--- src/rtl/soc_bus_pkg.sv ---
// Shared definitions for the SoC memory-side bus blocks: master IDs and default widths.
package soc_bus_pkg;

    typedef enum logic {
        MST_CPU = 1'b0,
        MST_AUX = 1'b1
    } mst_id_t;

    localparam int DATA_W_DEF = 32;
    localparam int ADDR_W_DEF = 32;
    localparam int OUTST_DEF  = 4;

    function automatic mst_id_t other_mst(input mst_id_t id);
        return (id == MST_CPU) ? MST_AUX : MST_CPU;
    endfunction

endpackage

--- src/rtl/id_fifo.sv ---
// Small synchronous FIFO with full/empty/count, used to track owners of in-order responses.
module id_fifo #(
    parameter int W     = 1,
    parameter int DEPTH = 4
) (
    input  logic                     clk,
    input  logic                     rst_n,
    input  logic                     push,
    input  logic [W-1:0]             din,
    input  logic                     pop,
    output logic [W-1:0]             dout,
    output logic                     full,
    output logic                     empty,
    output logic [$clog2(DEPTH):0]   count
);
    localparam int AW = $clog2(DEPTH);

    logic [W-1:0]  mem [DEPTH];
    logic [AW-1:0] wr_ptr;
    logic [AW-1:0] rd_ptr;
    logic          do_push;
    logic          do_pop;

    assign full    = (count == (AW+1)'(DEPTH));
    assign empty   = (count == '0);
    assign do_push = push && !full;
    assign do_pop  = pop && !empty;
    assign dout    = mem[rd_ptr];

    // Depth is a power of two, so the pointers wrap by natural overflow.
    always_ff @(posedge clk or negedge rst_n) begin
        if (!rst_n) begin
            wr_ptr <= '0;
            rd_ptr <= '0;
            count  <= '0;
        end else begin
            if (do_push) wr_ptr <= wr_ptr + AW'(1);
            if (do_pop)  rd_ptr <= rd_ptr + AW'(1);
            case ({do_push, do_pop})
                2'b10:   count <= count + (AW+1)'(1);
                2'b01:   count <= count - (AW+1)'(1);
                default: count <= count;
            endcase
        end
    end

    // NOTE: storage has no reset; entries are only read after being written, and
    // leaving it out lets the array map onto plain flops or LUT RAM.
    always_ff @(posedge clk) begin
        if (do_push) mem[wr_ptr] <= din;
    end

endmodule

--- src/rtl/dmem_arbiter2.sv ---
// Round-robin two-master arbiter for the data-memory/MMIO port, with grant lock under
// back-pressure and an owner FIFO routing in-order responses back to the issuer.
module dmem_arbiter2
    import soc_bus_pkg::*;
#(
    parameter int DATA_W = DATA_W_DEF,
    parameter int ADDR_W = ADDR_W_DEF,
    parameter int OUTST  = OUTST_DEF
) (
    input  logic                clk,
    input  logic                rst_n,
    input  logic                m0_req_valid,
    output logic                m0_req_ready,
    input  logic                m0_req_we,
    input  logic [ADDR_W-1:0]   m0_req_addr,
    input  logic [DATA_W-1:0]   m0_req_wdata,
    input  logic [DATA_W/8-1:0] m0_req_be,
    output logic                m0_rsp_valid,
    output logic [DATA_W-1:0]   m0_rsp_rdata,
    input  logic                m1_req_valid,
    output logic                m1_req_ready,
    input  logic                m1_req_we,
    input  logic [ADDR_W-1:0]   m1_req_addr,
    input  logic [DATA_W-1:0]   m1_req_wdata,
    input  logic [DATA_W/8-1:0] m1_req_be,
    output logic                m1_rsp_valid,
    output logic [DATA_W-1:0]   m1_rsp_rdata,
    output logic                s_req_valid,
    input  logic                s_req_ready,
    output logic                s_req_we,
    output logic [ADDR_W-1:0]   s_req_addr,
    output logic [DATA_W-1:0]   s_req_wdata,
    output logic [DATA_W/8-1:0] s_req_be,
    input  logic                s_rsp_valid,
    input  logic [DATA_W-1:0]   s_rsp_rdata,
    output logic                err_orphan_rsp
);
    localparam int CNT_W = $clog2(OUTST) + 1;

    mst_id_t          prio;
    mst_id_t          lock_id;
    mst_id_t          gnt;
    mst_id_t          head;
    logic             lock;
    logic             gnt_valid;
    logic             accept;
    logic             rsp_pop;
    logic             ord_full;
    logic             ord_empty;
    logic             ord_dout;
    logic [CNT_W-1:0] ord_count;

    // NOTE: every always_comb output gets a default first so no path leaves it
    // unassigned, which would otherwise infer a latch.
    always_comb begin
        gnt = prio;
        if (lock)                              gnt = lock_id;
        else if (m0_req_valid && !m1_req_valid) gnt = MST_CPU;
        else if (m1_req_valid && !m0_req_valid) gnt = MST_AUX;
    end

    always_comb begin
        gnt_valid   = m0_req_valid;
        s_req_we    = m0_req_we;
        s_req_addr  = m0_req_addr;
        s_req_wdata = m0_req_wdata;
        s_req_be    = m0_req_be;
        if (gnt == MST_AUX) begin
            gnt_valid   = m1_req_valid;
            s_req_we    = m1_req_we;
            s_req_addr  = m1_req_addr;
            s_req_wdata = m1_req_wdata;
            s_req_be    = m1_req_be;
        end
    end

    // A full order FIFO stalls the request exactly like downstream back-pressure.
    assign s_req_valid  = gnt_valid && !ord_full;
    assign accept       = s_req_valid && s_req_ready;
    assign m0_req_ready = (gnt == MST_CPU) && s_req_ready && !ord_full;
    assign m1_req_ready = (gnt == MST_AUX) && s_req_ready && !ord_full;

    // NOTE: state registers use non-blocking assignments so every flop samples the
    // pre-edge values regardless of statement order.
    always_ff @(posedge clk or negedge rst_n) begin
        if (!rst_n) begin
            prio           <= MST_CPU;
            lock           <= 1'b0;
            lock_id        <= MST_CPU;
            err_orphan_rsp <= 1'b0;
        end else begin
            if (accept) begin
                prio <= other_mst(gnt);
                lock <= 1'b0;
            end else if (gnt_valid) begin
                lock    <= 1'b1;
                lock_id <= gnt;
            end
            if (s_rsp_valid && ord_empty) err_orphan_rsp <= 1'b1;
        end
    end

    id_fifo #(
        .W     (1),
        .DEPTH (OUTST)
    ) u_order (
        .clk   (clk),
        .rst_n (rst_n),
        .push  (accept),
        .din   (gnt),
        .pop   (s_rsp_valid),
        .dout  (ord_dout),
        .full  (ord_full),
        .empty (ord_empty),
        .count (ord_count)
    );

    assign head    = mst_id_t'(ord_dout);
    assign rsp_pop = s_rsp_valid && !ord_empty;

    assign m0_rsp_valid = rsp_pop && (head == MST_CPU);
    assign m1_rsp_valid = rsp_pop && (head == MST_AUX);
    assign m0_rsp_rdata = m0_rsp_valid ? s_rsp_rdata : '0;
    assign m1_rsp_rdata = m1_rsp_valid ? s_rsp_rdata : '0;

    a_count_bound: assert property (@(posedge clk) disable iff (!rst_n)
        ord_count <= CNT_W'(OUTST));

endmodule

--- config.mk ---
export PLATFORM = sky130hd
export DESIGN_NAME = dmem_arbiter2
export DESIGN_NICKNAME = d
export VERILOG_FILES = /design/src/rtl/soc_bus_pkg.sv /design/src/rtl/id_fifo.sv /design/src/rtl/dmem_arbiter2.sv
export SDC_FILE = /design/constraint.sdc
export NUM_CORES = 1
export LEC_CHECK = 0
export CORE_AREA = 5 5 118 120
export CTS_CLUSTER_DIAMETER = 80
export DETAILED_ROUTE_END_ITERATION = 6
export DIE_AREA = 0 0 123 125
export PLACE_DENSITY = 0.7
export REMOVE_ABC_BUFFERS = 1
export SETUP_SLACK_MARGIN = 0.5
export SYNTH_ARGS = -nofsm -noshare
export SYNTH_HDL_FRONTEND = slang
export SYNTH_SLANG_ARGS = --single-unit
export TNS_END_PERCENT = 5
--- constraint.sdc ---
create_clock -name clk -period 4.35 [get_ports clk]
set_input_delay 0.6525 -clock clk [delete_from_list [all_inputs] [get_ports clk]]
set_output_delay 0.6525 -clock clk [all_outputs]
set_load 0.01 [all_outputs]
Yosys cells after proc, flatten, opt, wreduce, memory -nomap -nowiden:

Memories as Yosys holds them, arrays and structs flattened.
Index checks and enable logic that the tools add are counted.

* flip-flop bits (word level): 11
* bits in writable memories: 4
* bits of input ports: 176
* output and inout port bits: 139
* word-level logic and storage cells: 55
* memories kept: 1

* $add $sub $neg: 4
* equality and inequality tests: 3
* muxes and demuxes: 16
* bitwise gates (word level): 3
* reduce and logical (&&, ||, !) cells: 21

Memories
* u_order.mem: depth 4, width 1, rd ports 1, clocked after memory_dff 0, wr ports 1, line id_fifo.sv:18 `logic [W-1:0] mem [DEPTH];`

Operators with widths (count)
* 32-bit 2-to-1 mux: 4
* 1-bit logical AND: 13
* 1-bit 2-to-1 mux: 10
* 3-bit case mux with 2 select lines: 1
* 2-bit by 1-bit adder with 2-bit output, second input constant: 2
* 1-bit logical NOT: 4
* 4-bit 2-to-1 mux: 1
* 2-bit nonzero test: 2
* 3-bit by 1-bit adder with 3-bit output, second input constant: 1
* 3-bit equality test, second input constant: 1
* 3-bit logical NOT: 1
* 1-bit NOT: 3
* 3-bit by 1-bit subtractor with 3-bit output, second input constant: 1
* 2-bit by 1-bit equality test with 1-bit output, second input constant: 1
* 2-bit equality test, second input constant: 1
* 2-bit AND reduction: 1

Depth between registers and ports, before layout:

Gate-level depths: netlist of run 1.

* word-level depth: 11
* mapped depth: 10
* gate-level depth less buffers: 10

Hierarchy:

From an unflattened synthesis of run 1, not the netlist that was laid out.

* cell total of the unflattened synthesis: 222
* area, all modules: 2436.1 um^2

Modules (own cells, without submodules)
* dmem_arbiter2: instances 1, cells each 180, area an instance 1853.0 um^2, seq. area each 100.1 um^2
* id_fifo: instances 1, cells each 42, area an instance 583.1 um^2, seq. area each 295.3 um^2

Worst setup path before layout of run 1:

No wires, ideal clock.

* path kind: input-to-output
* start: input m0_req_valid
* end: output s_req_addr[20]
* arrival time: 1663 ps
* data required time: 3697 ps
* setup slack: 2034 ps
* stages on the path: 5
* buffers on the path: 2
* path through: a21boi_2 > o31ai_4 > buf_6 > buf_8 > mux2_4

* longest elaborated chain between the ends: 6
* elaborated cells on any way between the ends: 7
* those cells by class: 4 x mux; 3 x reduce/logical

Ends and longest elaborated chain
* start: declaration: line dmem_arbiter2.sv:12 `input logic m0_req_valid,`
* 1-bit logical NOT: line dmem_arbiter2.sv:59 `else if (m1_req_valid && !m0_req_valid) gnt = MST_AUX;`
* 1-bit logical AND: line dmem_arbiter2.sv:59
* 1-bit 2-to-1 mux: line dmem_arbiter2.sv:59
* 1-bit 2-to-1 mux (*): line dmem_arbiter2.sv:58 `else if (m0_req_valid && !m1_req_valid) gnt = MST_CPU;`
* 1-bit 2-to-1 mux (*): line dmem_arbiter2.sv:57 `if (lock) gnt = lock_id;`
* named net gnt: line dmem_arbiter2.sv:42 `mst_id_t gnt;`
* 32-bit 2-to-1 mux (*): line dmem_arbiter2.sv:68 `if (gnt == MST_AUX) begin`
* end: declaration: line dmem_arbiter2.sv:31 `output logic [ADDR_W-1:0] s_req_addr,`

Mark *: on every way through the listed nets, which the timed path passes. The rest lies on a longest branch.

Worst setup path after layout of run 1:

* start: input m0_req_valid
* end: output s_req_we

* longest elaborated chain between the ends: 6
* elaborated cells on any way between the ends: 7
* those cells by class: 4 x mux; 3 x reduce/logical

Ends and longest elaborated chain
* 1-bit logical NOT: line dmem_arbiter2.sv:59
* 1-bit logical AND: line dmem_arbiter2.sv:59
* 1-bit 2-to-1 mux: line dmem_arbiter2.sv:59
* 1-bit 2-to-1 mux (*): line dmem_arbiter2.sv:58
* 1-bit 2-to-1 mux (*): line dmem_arbiter2.sv:57
* 1-bit 2-to-1 mux (*): line dmem_arbiter2.sv:68
* end: declaration: line dmem_arbiter2.sv:30 `output logic s_req_we,`

Mark *: on every way between the ends. The rest lies on a longest branch, timed or not.

==> flow_summary.json, run 1 <==
{
  "outcome": "finished, final reports clean",
  "numCtsBuffers": 3,
  "clockBufferDepth": 2,
  "die_area_um2": 15380,
  "holdBufCountCts": 0,
  "die_x_um": 123,
  "clock-root-buffer": "clkbuf_16",
  "worst_setup_path_start_kind": "input pin",
  "io_pins": 315,
  "yosysMostFrequentCell": "mux2_4",
  "critical_path.cell_chain": "clkdlybuf4s50_1 > a21boi_2 > o31ai_4 > buf_12 > buf_12 > mux2_2 > clkdlybuf4s50_1",
  "via_per_inst": 4.170,
  "ant_nets": 0,
  "slew_headroom_pct": 37.61,
  "wirelength_mm": 13.04,
  "synth_area_leaders": "mux2_4, dfrtp_1, and3_1, mux2_2, nand2_1",
  "cts_tree": "yes",
  "vias": 3086,
  "htreeDepth": 1,
  "multi_input_area_um2": 1827,
  "wl_met1_mm": 4.324,
  "slowest_delay_ps": 510,
  "fp.coreArea_um2": 12870,
  "async_flop_share_pct": 73.33,
  "rows": 42,
  "rsz0062_at_grt": "no",
  "yosysSeqAreaShare_pct": 16.16,
  "clock-sinks": 15,
  "crit_type": "in -> out",
  "layout_worst_path_cycle_share_pct": 84.97,
  "gr-total-overflow": 0,
  "hold_viol": 0,
  "setup_viol": 0,
  "maxSlewViolCount": 0,
  "synthesis.area_um2": 2447,
  "dieHeight_um": 125,
  "route.detailed.wl_per_inst_um": 17.63,
  "nNetsFinal": 747,
  "drc": 0,
  "yosys_warnings": 0,
  "yosys-top-cells-count": "mux2_4, nand2_1, nor2_1",
  "leakagePower_nw": 2.497,
  "drt_first_iter_violations": 82,
  "antenna_found_initial": 0,
  "syn_to_final_growth_pct": 136.7,
  "track_usage_pct": 15.60,
  "period_needed_ps": 3696,
  "synthFlopType": "dfrtp_1",
  "grt_max_degree": 70,
  "hold_slack_ps": 457.2,
  "drive_gt1_share_pct": 15.43,
  "syn_inst": 261,
  "yosysTopAreaCellShare_pct": 33.74,
  "totalPowerFinal_mw": 2.688,
  "synth_largest_area_cell": "mux2_4",
  "wl_met2_mm": 7.061,
  "met3_length_mm": 1.512,
  "synth-edff-count": 4,
  "vdd.ir_drop.worst_v": 0.0001849,
  "portBuffers": 314,
  "top_layer": "met4",
  "place.gp.congestion": 0.8841,
  "required_ps": 3700,
  "crit_arrival_ps": 3040,
  "critPathMaxFanout": 24,
  "ys_seq_elements": 15,
  "worstSkewPairLatency_ps": 240,
  "fill_cells": 1214,
  "syn_area_per_cell_um2": 9.377,
  "slowest_stage": "clkdlybuf4s50_1",
  "initial_core_util_pct": 19.01,
  "worst_pin_slew_ps": 935.9,
  "dp_hpwl_mm": 11.83,
  "hp-class": "reg -> reg",
  "max_cap_violations": 0,
  "grt_pass1_wl_mm": 18.60,
  "fin_worst_skew_ps": 2.566,
  "end_kind": "output pin",
  "seq_area_um2": 395.4,
  "pwr_density_cell_nw_per_um2": 463.9,
  "synth.distinct_cells": 33,
  "fmax_mhz": 270.5,
  "path_clk_slew_ps": 50,
  "diodes": 0,
  "fin_tns_setup_ps": 0,
  "first_pass_iters": 4,
  "grt_pass1_vias": 3247
}
[cell type report]
| type | count | area share (%) |
|---|---|---|
| timing repair buffer | 322 | 55.94 |
| clock inverter | 1 | 0.08639 |
| tap | 176 | 3.801 |
| sequential | 15 | 6.825 |
| clock buffer | 3 | 1.296 |
| inverter | 8 | 0.5184 |
| multi-input combinational | 215 | 31.53 |
[stage by stage]
step	std cells	utilization [%]	setup WS (ps)	instance area (um2)
floorplan	238	-	-291.3	2245
global placement	735	44.31	655.2	5705
detailed placement	735	44.31	613.2	5705
CTS	739	44.94	614.8	5786
global route	740	45.00	542.8	5793
finish	740	45.00	653.8	5793
[metal layers]
metal | GRT usage (%) | vias to the layer above
li1 | - | 1498
met3 | 5.104 | 6
met5 | 0 | -
met2 | 31.52 | 200
met4 | 1.954 | 0
met1 | 15.44 | 1382
[logic make-up after synthesis]
group,Yosys count,synth area share [%]
compound gates,13,4.192
fa+ha+maj,6,3.374
buf+inv,31,9.509
simple gates,118,22.70
flops,15,16.16
mux,72,41.92
xor+xnor,6,2.148
[power by group]
part	total [mW]	switching [mW]	leakage [nW]	internal, mW
clock network	0.178	0.0554	0.0409	0.123
registers	0.260	0.0505	0.160	0.209
logic	2.25	0.933	2.30	1.32
total	2.69	1.04	2.50	1.65
[layout by cell type, fill, tap and decap left out, drive strengths merged, types with 2 or more instances in the layout]
master | netlist | routed
xnor2 | 3 | 3
o22ai | 2 | 2
mux2i | 2 | 2
dfrtp | 11 | 11
edfxtp | 4 | 4
buf | 15 | 8
nor2b | 3 | 3
inv | 8 | 8
a21oi | 2 | 2
nand2 | 37 | 37
xor2 | 3 | 3
o21ai | 4 | 4
clkbuf | 8 | 3
and3 | 32 | 32
nor2 | 37 | 37
ha | 5 | 5
mux2 | 69 | 69
and2 | 6 | 6
clkdlybuf4s50 | 0 | 314
[worst paths after layout]
check                                              from                             to  slack [ps]  cells past startpoint
max in group asynchronous                         rst_n  u_order.rd_ptr[1]$_DFFE_PN0P_        3250                      1
min in group asynchronous                         rst_n   u_order.count[2]$_DFFE_PN0P_         760                      1
hold reg to reg              err_orphan_rsp$_DFFE_PN0P_     err_orphan_rsp$_DFFE_PN0P_         460                      1
setup reg to reg           u_order.count[0]$_DFFE_PN0P_   u_order.count[2]$_DFFE_PN0P_        2060                     10
hold / removal               err_orphan_rsp$_DFFE_PN0P_     err_orphan_rsp$_DFFE_PN0P_         460                      1
setup / recovery                           m0_req_valid                       s_req_we         650                      7
[worst max-delay path, delay by kind of cell]
kind                   cells  cell delay (ps)
buffers and inverters      4             1430
AOI/OAI and AO/OA          2              570
muxes                      1              360
[repair_timing]
item / in CTS / in global routing
resized for setup: 0 / 0
endpoints found under the setup margin: 0 / 7
setup buffers: 0 / 1
[registers in the layout, summed over array words and instances, names as in the netlist]
signal,count
err_orphan_rsp,1
lock,1
lock_id,1
prio,1
u_order.count,3
u_order.mem,4
u_order.rd_ptr,2
u_order.wr_ptr,2
(Power assumes the default switching activity.)
==> run 2, diff against run 1 <==
--- a/config.mk
+++ b/config.mk
@@ -5,11 +5,11 @@
 export SDC_FILE = /design/constraint.sdc
 export NUM_CORES = 1
 export LEC_CHECK = 0
-export CORE_AREA = 5 5 118 120
+export CORE_AREA = 5 5 120 122
 export CTS_CLUSTER_DIAMETER = 80
 export DETAILED_ROUTE_END_ITERATION = 6
-export DIE_AREA = 0 0 123 125
-export PLACE_DENSITY = 0.7
+export DIE_AREA = 0 0 125 127
+export PLACE_DENSITY = 0.71
 export REMOVE_ABC_BUFFERS = 1
 export SETUP_SLACK_MARGIN = 0.5
 export SYNTH_ARGS = -nofsm -noshare
==> constraint.sdc (replaced) <==
create_clock -name clk -period 3.1 [get_ports clk]
set_input_delay 0.465 -clock clk [delete_from_list [all_inputs] [get_ports clk]]
set_output_delay 0.465 -clock clk [all_outputs]
set_load 0.01 [all_outputs]
==> run 2 against run 1 <==
Effect of this change:
- combinational power grew 61%
- clock skew grew 2.9 ps
- core utilization grew 3.3 points
- first-iteration DRC count grew 48%
- total power grew 60%
- via count grew 11%
- hold slack gained 15 ps
==> flow_summary.json, run 2 (synthesized netlist as in run 1, its figures left out) <==
{
  "outcome": "finished, final reports clean",
  "largest_reg_flops": 4,
  "io_pins": 315,
  "max_cap_violations": 0,
  "route.detailed.wl_per_inst_um": 18.47,
  "first_pass_iters": 5,
  "cp_common_cell": "buf_4",
  "track_usage_pct": 14.55,
  "htreeDepth": 1,
  "finish.utilization_pct": 48.30,
  "layout_worst_path_cycle_share_pct": 91.12,
  "via_per_inst": 4.421,
  "diodes": 0,
  "die_x_um": 125,
  "critical_path.cell_chain": "dlygate4sd2_1 > a21boi_4 > o31ai_4 > buf_4 > buf_4 > buf_16 > mux2_2 > clkdlybuf4s50_1",
  "crit_arrival_ps": 2360,
  "hold_viol": 0,
  "final_cell_mix": "clkdlybuf4s50_1, mux2_4, nand2_1",
  "antenna_found_initial": 0,
  "sw_frac_of_total_pct": 38.27,
  "design_area_um2": 6320,
  "dp_hpwl_mm": 10.97,
  "drive_gt1_share_pct": 20.30,
  "vias": 3413,
  "clock-sinks": 15,
  "seq_power_share_pct": 9.8,
  "layout.cells.most_common": "clkdlybuf4s50_1",
  "fp.coreArea_um2": 13090,
  "post_dp_cell_area_um2": 5798,
  "p_clk_share_pct": 5.9,
  "holdBufCountCts": 0,
  "ant_nets": 0,
  "syn_to_final_growth_pct": 158.2,
  "top_layer": "met4",
  "dieHeight_um": 127,
  "fill_cells": 1145,
  "met3_length_mm": 1.498,
  "numCtsBuffers": 3,
  "rsz0062_at_grt": "yes",
  "hold_slack_ps": 472.6,
  "p_int_mw": 2.649,
  "slowest_delay_ps": 490,
  "place.gp.congestion": 0.9545,
  "slew_headroom_pct": 63.01,
  "rrSetupSlack_ps": 800,
  "wl_met1_mm": 4.761,
  "worst_pin_slew_ps": 553.2,
  "drt_first_iter_violations": 121,
  "timing.final.ws_setup_ps": 275.3,
  "slowest_stage": "clkdlybuf4s50_1",
  "wl_met2_mm": 7.590,
  "clock-root-buffer": "clkbuf_16",
  "leakagePower_nw": 3.062,
  "fin_worst_skew_ps": 5.463,
  "seq_area_um2": 396.6,
  "gr-total-overflow": 0,
  "grt_max_degree": 67,
  "worstSkewPairLatency_ps": 250,
  "portBuffers": 314,
  "largestRegisters": "u_order.mem (4), u_order.count (3)",
  "fmax_mhz": 354.0,
  "regMostFlops": "u_order.mem",
  "path_clk_slew_ps": 50,
  "fin_tns_setup_ps": 0,
  "nNetsFinal": 779,
  "initial_core_util_pct": 18.70,
  "grt_pass1_vias": 3380,
  "drc": 0,
  "clockBufferDepth": 2,
  "worst_setup_path_start_kind": "input pin",
  "hp-class": "reg -> reg",
  "multi_input_area_um2": 1949,
  "p_sw_mw": 1.642,
  "grt_pass1_wl_mm": 18.55,
  "pwr_density_cell_nw_per_um2": 679.0,
  "setup_viol": 0,
  "crit_type": "in -> out",
  "die_area_um2": 15880,
  "end_kind": "output pin",
  "required_ps": 2630,
  "wirelength_mm": 14.26,
  "critPathMaxFanout": 12,
  "vdd.ir_drop.worst_v": 0.0003578,
  "cts_tree": "yes",
  "comb_power_share_pct": 84.3,
  "maxSlewViolCount": 0,
  "rows": 42,
  "pre_cts_ws_ps": 54.98,
  "period_needed_ps": 2825
}
## run 2: changes by cell type in the layout (fill, tap and decap cells not counted), sizes merged, moves of 2 or more
cell and delta:
mux4 +5, clkdlybuf4s15 +2, clkdlybuf4s50 -47, clkbuf +3
buf +25, dlymetal6s2s +31, dlygate4sd2 +13
## run 2: stage by stage
stage	cells	total power [mW]
2_1_floorplan	238	2.007
3_3_place_gp	744	3.552
3_5_place_dp	744	3.615
4_1_cts	757	4.073
5_1_grt	772	4.534
6_report	772	4.291
## run 2: per-layer routing
metal,GRT usage [%],vias up
met2,27.90,245
met3,5.760,30
met5,0,-
met4,3.954,0
met1,14.59,1559
li1,-,1579
## run 2: path summary, 6_finish.rpt
path,from,cells past startpoint,endpoint
max,m0_req_valid,8,s_req_addr[28]
min,err_orphan_rsp$_DFFE_PN0P_,1,err_orphan_rsp$_DFFE_PN0P_
max reg2reg,u_order.count[0]$_DFFE_PN0P_,10,u_order.count[2]$_DFFE_PN0P_
min reg2reg,err_orphan_rsp$_DFFE_PN0P_,1,err_orphan_rsp$_DFFE_PN0P_
max in group asynchronous,rst_n,1,u_order.rd_ptr[0]$_DFFE_PN0P_
min in group asynchronous,rst_n,1,prio$_DFFE_PN0P_
## run 2: what timing repair did
action                                  CTS  global route
pin swaps                                 1             0
gates cloned                              3             8
endpoints found under the setup margin  138           137
gates resized for setup                  25            35
buffers inserted                          6             7
## run 2: critical path, delay by kind of cell
family	cells	cell delay (ps)
AOI/OAI and AO/OA	2	380
buffers and inverters	5	1170
muxes	1	340
## run 2: layout make-up
type / count / share of cell area [%]
timing repair buffer: 349 / 57.67
sequential: 15 / 6.276
clock buffer: 4 / 1.247
tap: 176 / 3.484
multi-input combinational: 220 / 30.85
inverter: 8 / 0.4752
## run 2: power groups by stage
stage	clock [mW]	sequential (mW)	combinational, mW
floorplan	0	0.355	1.65
global placement	0	0.362	3.19
detailed placement	0	0.370	3.24
CTS	0.261	0.369	3.44
global route	0.269	0.432	3.83
finish	0.253	0.419	3.62
